`src/rtl/steer_quad_accel.sv`:
```
// Digital/analog steering to 2-bit quadrature converter with step-rate acceleration.
// Held digital steering ramps from DIV_SLOW down to DIV_FAST; analog deflection maps directly to a period.
module steer_quad_accel #(
    parameter int unsigned DIV_SLOW     = 22500,
    parameter int unsigned DIV_FAST     = 7500,
    parameter int unsigned DELTA        = 1500,
    parameter int unsigned ANALOG_SCALE = 118,
    parameter int unsigned DEADZONE     = 16
) (
    input  logic              CLK,
    input  logic              Reset_n,
    input  logic              left,
    input  logic              right,
    input  logic              analog_en,
    input  logic signed [7:0] ax,
    output logic        [1:0] steer,
    output logic              step,
    output logic              dir_cw
);

    localparam logic [15:0] P_SLOW = 16'(DIV_SLOW);
    localparam logic [15:0] P_FAST = 16'(DIV_FAST);

    typedef enum logic [1:0] {IDLE, RUN_CW, RUN_CCW} state_t;
    typedef enum logic [1:0] {REQ_NONE, REQ_CW, REQ_CCW} req_t;

    function automatic logic [6:0] sat_mag(input logic signed [7:0] a);
        if (a == 8'sh80)
            return 7'd127;
        else if (a[7])
            return 7'(-a);
        else
            return 7'(a);
    endfunction

    function automatic logic [15:0] analog_period(input logic [6:0] mag);
        logic [16:0] t;
        t = 17'(DIV_FAST) + 17'(7'd127 - mag) * 17'(ANALOG_SCALE);
        if (t > 17'(DIV_SLOW))
            return P_SLOW;
        else
            return t[15:0];
    endfunction

    function automatic logic [15:0] ramp_down(input logic [15:0] p);
        if (17'(p) >= 17'(DIV_FAST) + 17'(DELTA))
            return p - 16'(DELTA);
        else
            return P_FAST;
    endfunction

    function automatic logic [1:0] next_phase(input logic [1:0] ph, input logic cw);
        case (ph)
            2'b00:   return cw ? 2'b01 : 2'b10;
            2'b01:   return cw ? 2'b11 : 2'b00;
            2'b11:   return cw ? 2'b10 : 2'b01;
            default: return cw ? 2'b00 : 2'b11;
        endcase
    endfunction

    logic        r_lft_p0, r_lft_p1, r_rgt_p0, r_rgt_p1;
    state_t      r_state, w_state_n;
    logic [15:0] r_cnt, w_cnt_n;
    logic [15:0] r_period, w_period_n;
    logic [1:0]  w_steer_n;
    logic        w_step_n, w_dir_n;
    req_t        w_req;
    logic        w_analog, w_req_cw;
    logic [6:0]  w_mag;
    logic [15:0] w_target;

    // Stage p0/p1: two-flop synchroniser for the asynchronous buttons
    always_ff @(posedge CLK or negedge Reset_n) begin
        if (!Reset_n) begin
            r_lft_p0 <= 1'b0;
            r_lft_p1 <= 1'b0;
            r_rgt_p0 <= 1'b0;
            r_rgt_p1 <= 1'b0;
        end else begin
            r_lft_p0 <= left;
            r_lft_p1 <= r_lft_p0;
            r_rgt_p0 <= right;
            r_rgt_p1 <= r_rgt_p0;
        end
    end

    assign w_analog = analog_en && !r_lft_p1 && !r_rgt_p1;
    assign w_mag    = sat_mag(ax);
    assign w_target = w_analog ? analog_period(w_mag) : r_period;
    assign w_req_cw = (w_req == REQ_CW);

    always_comb begin
        w_req = REQ_NONE;
        if (r_rgt_p1 && !r_lft_p1)
            w_req = REQ_CW;
        else if (r_lft_p1 && !r_rgt_p1)
            w_req = REQ_CCW;
        else if (w_analog && (w_mag > 7'(DEADZONE)))
            w_req = ax[7] ? REQ_CCW : REQ_CW;
    end

    always_comb begin
        w_state_n  = r_state;
        w_cnt_n    = r_cnt;
        w_period_n = r_period;
        w_steer_n  = steer;
        w_step_n   = 1'b0;
        w_dir_n    = dir_cw;
        if (w_req == REQ_NONE) begin
            if (r_state != IDLE) begin
                w_state_n  = IDLE;
                w_cnt_n    = '0;
                w_period_n = P_SLOW;
            end
        end else if (r_state == IDLE || ((r_state == RUN_CW) != w_req_cw)) begin
            // New or reversed direction steps at once and restarts the ramp
            w_state_n  = w_req_cw ? RUN_CW : RUN_CCW;
            w_cnt_n    = '0;
            w_period_n = P_SLOW;
            w_steer_n  = next_phase(steer, w_req_cw);
            w_step_n   = 1'b1;
            w_dir_n    = w_req_cw;
        end else if ({1'b0, r_cnt} + 17'd1 >= {1'b0, w_target}) begin
            w_cnt_n   = '0;
            w_steer_n = next_phase(steer, w_req_cw);
            w_step_n  = 1'b1;
            if (!w_analog)
                w_period_n = ramp_down(r_period);
        end else begin
            w_cnt_n = r_cnt + 16'd1;
        end
    end

    // Stage p2: registered state and quadrature outputs
    always_ff @(posedge CLK or negedge Reset_n) begin
        if (!Reset_n) begin
            r_state  <= IDLE;
            r_cnt    <= '0;
            r_period <= P_SLOW;
            steer    <= 2'b00;
            step     <= 1'b0;
            dir_cw   <= 1'b0;
        end else begin
            r_state  <= w_state_n;
            r_cnt    <= w_cnt_n;
            r_period <= w_period_n;
            steer    <= w_steer_n;
            step     <= w_step_n;
            dir_cw   <= w_dir_n;
        end
    end

endmodule

```
`config.mk`:
```
export PLATFORM = sky130hd
export DESIGN_NAME = steer_quad_accel
export DESIGN_NICKNAME = d
export VERILOG_FILES = /design/src/rtl/steer_quad_accel.sv
export SDC_FILE = /design/constraint.sdc
export NUM_CORES = 1
export LEC_CHECK = 0
export ABC_AREA = 1
export BUFFER_PORTS_ARGS = -buffer_cell sky130_fd_sc_hd__buf_2
export CAP_MARGIN = 5
export CORE_MARGIN = 2
export CORE_UTILIZATION = 65
export CTS_CLUSTER_DIAMETER = 120
export CTS_CLUSTER_SIZE = 28
export DETAILED_ROUTE_END_ITERATION = 7
export PLACE_DENSITY = 0.93
export SLEW_MARGIN = 20
export SYNTH_ARGS = -nofsm -noshare
export SYNTH_HDL_FRONTEND = slang
export SYNTH_SLANG_ARGS = --single-unit
```
`constraint.sdc`:
```
create_clock -name CLK -period 5.4 [get_ports CLK]
set_clock_uncertainty 0.2 [all_clocks]
set_input_delay 0.27 -clock CLK [delete_from_list [all_inputs] [get_ports CLK]]
set_output_delay 0.27 -clock CLK [all_outputs]
set_load 0.005 [all_outputs]
```
==> impl_results.md, run 1 <==
- Starting Density: between 60% and 70%
- Maximum buffer depth of the clock tree: 2
- Sequential cell area fraction in the yosys report: between 20% and 30%
- Outcome: stopped before the end
- Exit stage: global routing (5_1_grt)
- Post-Syn Instances: ~660
- Num Clock Sinks: 40
- Tool Error: [ERROR GRT-0232] Routing congestion too high. Check the congestion heatmap in the GUI.
- Total grt overflow: roughly 140
- WEP type: register input
- Io pins: 17
- Number of port buffers: 16
- Largest net degree at the start of global routing: 41
- Mean post-synth cell area: around 6.9 sq um
- Area leader, netlist: dfrtp_1
- Syn Nets: 734
- Chip width: a little under 90 microns
- Synth area leaders: dfrtp_1, nand2_1, ha_1
- Ys Warns: 0
- Netlist cell types: 39
- Mapped cell area: 4550 sq um
- Total GRT Usage: about 83%
- Flops & latches, synth: 40
- Clock root cell: clkbuf_8
- Num CTS Buffers: 5
- DP HPWL: a little under 10000 microns
- Die height: between 80 and 90 microns
- H-tree Lvls: 2
- Top cell type's share of synthesized area: 17.0%
- GRT repair_timing worst endpoint: r_period[13]$_DFFE_PN0P_/D
- Row count: 30
- Routability cong.: slightly below 1
[logic make-up after synthesis]
logic type	synth area share, %
simple gates	33.4
fa+ha+maj	19.9
xor+xnor	4.62
flops	22.2
compound gates	7.72
buf+inv	12.1
[synth_stat cells]
master    count
inv_6         1
xor2_1       22
a21oi_1      18
buf_2         3
nor2_1       41
o21ai_0      21
nand3_2       5
a21oi_2       3
o21ai_1      16
o22ai_1       2
xnor2_1       2
o211ai_1      2
nand2_1     188
nor3_2        2
dfstp_2       9
nor2_4        2
nor3_4        1
fa_1         14
nor3_1        7
nor2_8        1
nand4_1      10
inv_1       120
o21a_1        1
nor2_2        1
ha_1         50
clkbuf_1      2
nand3_4       2
nand3_1      54
nor4_2        1
nand2_2       5
a211oi_1      1
dfrtp_1      31
buf_6         5
or2_2         1
or2_1         2
nand2_4       4
o21bai_1      1
inv_2         4
nand3b_1      2
[per-layer routing]
metal,track usage [%],GRT overflow
met1,81.0,4
met4,90.2,40
met2,98.8,92
met5,23.4,0
met3,68.9,6
[what timing repair did]
item,in CTS
hold buffers,3
endpoints found under the hold margin,33
gates resized for setup,107
cloned,3
setup endpoints to repair,33
pin swaps,57
buffers inserted,19
[through the flow]
step                TNS [ns]  cell area, sq um  hold slack, ns  worst slack (ns)  instances
floorplan             -11.40              4650          -0.226            -0.468        657
global placement      -22.80              5180           0.135            -0.732        813
detailed placement    -37.32              5180           0.142             -1.18        813
CTS                   -15.86              5900           0.163            -0.550        846
==> run 2: changes to the inputs <==
Settings changed: CORE_UTILIZATION 65 to 40, CTS_CLUSTER_DIAMETER 120 to unset, CTS_CLUSTER_SIZE 28 to unset, PLACE_DENSITY 0.93 to unset, PLACE_DENSITY_LB_ADDON set to 0.15.
==> impl_results.md, run 2 <==
- Outcome: finished, violations left
- Failing checks: setup timing
- Worst relative slew slack: 38.5%
- Pwr per Cell Area: a little under 500 nW/um^2
- Crit path required time: ~5.4 ns
- Drt first pass iters: 4
- Total GRT Usage: 19.3%
- CTS clk-pin slew, worst paths: roughly 0.060 ns
- CTS tree: built
- Peak VDD IR: 0.000230 V
- CP Capture Type: register
- Final hold vios: 0
- Io pins: 17
- Routability cong.: about 0.9
- Startpoint Class: input port
- CP Class: in2reg
- Final min period: around 6 ns
- EDFF count, synth: 0
- Synth area leaders: dfrtp_1, nand2_1, ha_1
- Clock root cell: clkbuf_16
- R2r setup slk: 1.81 ns
- Vias per Instance: a little under 5
- Fill cell count: ~1000
- Post-DR wirelength/cell: roughly 13 microns
- Clock Latency Late Sink: 0.28 ns
- First-pass GRT wire length: 20000 microns
- Most frequent cells in the layout: nand2_1, inv_1, buf_4
- Syn Nets: 734
- F_max: 170 MHz
- Num CTS Buffers: 5
- Std-Cell Core Area: 11000 sq um
- Final nets: 820
- DR iter-0 viols: 157
- Main synth FF type: dfrtp_1
- Design Area, Final: just over 6000 sq um
- Largest net degree at the start of global routing: between 40 and 50
- Die area: roughly 12000 sq um
- Maximum buffer depth of the clock tree: 2
- CP peak stage delay: 0.50 ns
- Worst-path maximum fanout: 7
- Post-route ant nets: 0
- Ys Warns: 0
- DP HPWL: approximately 8500 microns
- Synthesis-to-layout area growth: 35.7%
- Tot Pwr: approximately 3000 uW
- Max reg flops: 16
- Area leader, netlist: dfrtp_1
- # setup viols final: 33
- Hold Crit Class: reg2reg
- Netlist cell types: 39
- Worst slew pin tran: between 0.9 and 1 ns
- Hold Startpoint: r_lft_p0$_DFF_PN0_
- R2r endpoint: r_period[10]$_DFFE_PN1P_
- Hold depth: 0
- FF-to-FF path depth: 21
- Sequential cell area fraction in the yosys report: 22.2%
- Top cell type's share of synthesized area: ~17%
- Num Clock Sinks: 40
- Starting Density: between 40% and 50%
- Post-Syn Instances: around 660
- Number of global-route vias before repair: about 4600
- Unrepaired setup endpoints after global routing: yes
- Final worst setup slack: -0.498 ns
- Share of cells above drive strength 1: 33.6%
- Worst path slowest cell: fa_1
- ANT cells: 0
- Hold Path End: r_lft_p1$_DFF_PN0_
- H-tree Lvls: 2
- Top reg by flops: r_cnt
- Mean post-synth cell area: between 6 and 7 sq um
- Final wirelength: ~11000 microns
- # Max-Cap Violations: 0
- Commonest non-fill, non-tap cell in the layout: nand2_1
- Initial antenna violation count: 0
- Flops & latches, synth: 40
- Chip width: ~110 microns
- Reg2reg start: r_rgt_p1$_DFF_PN0_
- Residual DRC count: 0
- Top flop regs: r_cnt (16), r_period (14)
- Final Max Slew Viols: 0
- Via count: roughly 4400
- Period utilisation layout: 109%
- Die height: between 100 and 150 microns
- Utilization after layout: 56.3%
- Worst hold slack: roughly 0.15 ns
- Mapped cell area: around 4600 sq um
- Post-Place Cell Area: roughly 5300 sq um
- Delay-heaviest family, CP: adder cells
- Total grt overflow: 0
- Number of port buffers: 16
- Most frequent cells after synthesis: nand2_1, inv_1, nand3_1
- Synth async-reset ratio: 100%
- Row count: 38
- Worst Path Buf+Inv: 6
- CP arrival: between 5 and 6 ns
- Top-count cell post-synth: nand2_1
- CP most frequent cell: nand2_2
- Leak Pwr: 0.00324 uW
run 2: cell counts after synthesis:
No cell type changed its count.
run 2: stage by stage:
step	instances	setup slack, ns	setup TNS (ns)
4_1_cts	881	-0.394	-11.21
3_3_place_gp	861	-0.993	-30.98
3_5_place_dp	861	-1.08	-34.70
2_1_floorplan	657	-0.468	-11.40
5_1_grt	884	-0.817	-24.41
6_report	884	-0.498	-13.57
run 2: final cells by class:
type / count / area (sq um) / area share, %
multi-input cells: 485 / 3660 / 59.2
flip-flops and latches: 40 / 1010 / 16.4
repair buffers: 86 / 668 / 10.8
inverters: 125 / 497 / 8.04
well taps: 140 / 175 / 2.83
clock buffers: 5 / 125 / 2.02
clock inverters: 3 / 46.3 / 0.749
run 2: cells by family (layout without fill, tap and decap cells):
group,after synthesis,after routing,share of synthesized area (%)
AND/OR/NAND/NOR,329,332,33.4
buffers and inverters,135,219,12.1
AO/OA/AOI/OAI,65,65,7.72
adder cells (fa/ha/maj),64,64,19.9
flip-flops,40,40,22.2
XOR/XNOR,24,24,4.62
run 2: worst max-delay path by stage:
stage	from	to	slack, ns	cells after the start
floorplan	ax[1]	r_period[4]$_DFFE_PN0P_	-0.47	41
global placement	ax[1]	steer[0]$_DFFE_PN0P_	-0.99	39
detailed placement	ax[1]	steer[1]$_DFFE_PN0P_	-1.08	39
CTS	ax[0]	r_period[10]$_DFFE_PN1P_	-0.39	43
global route	ax[1]	r_period[10]$_DFFE_PN1P_	-0.82	41
finish	ax[1]	r_period[10]$_DFFE_PN1P_	-0.50	40
run 2: worst reg2reg max path: cells and delay by family (launching register included):
kind	cells	cell delay [ns]
simple gates	13	1.49
buf+inv	4	0.76
compound gates	3	0.47
flops	1	0.40
fa+ha+maj	1	0.20
run 2: power breakdown:
| group | internal (uW) | total, uW | switching (uW) |
|---|---|---|---|
| clock | 220 | 345 | 126 |
| sequential | 341 | 376 | 34.6 |
| combinational | 1040 | 2320 | 1280 |
| total | 1600 | 3040 | 1440 |
run 2: timing repair:
action,in CTS,in global routing
gates cloned,2,1
setup buffers,7,2
endpoints found under the hold margin,33,0
gates resized for setup,75,71
pin swaps,59,59
endpoints found under the setup margin,33,33
hold buffers,3,0
run 2: metal layers:
layer / up-vias / wire [microns] / global-route usage [%]
met5: - / 0 / 0
met4: 0 / 170 / 5.00
met3: 16 / 360 / 2.19
met2: 71 / 5600 / 34.1
met1: 2051 / 5200 / 25.1
li1: 2243 / - / -
No activity file was read; power rests on OpenSTA's default activity.
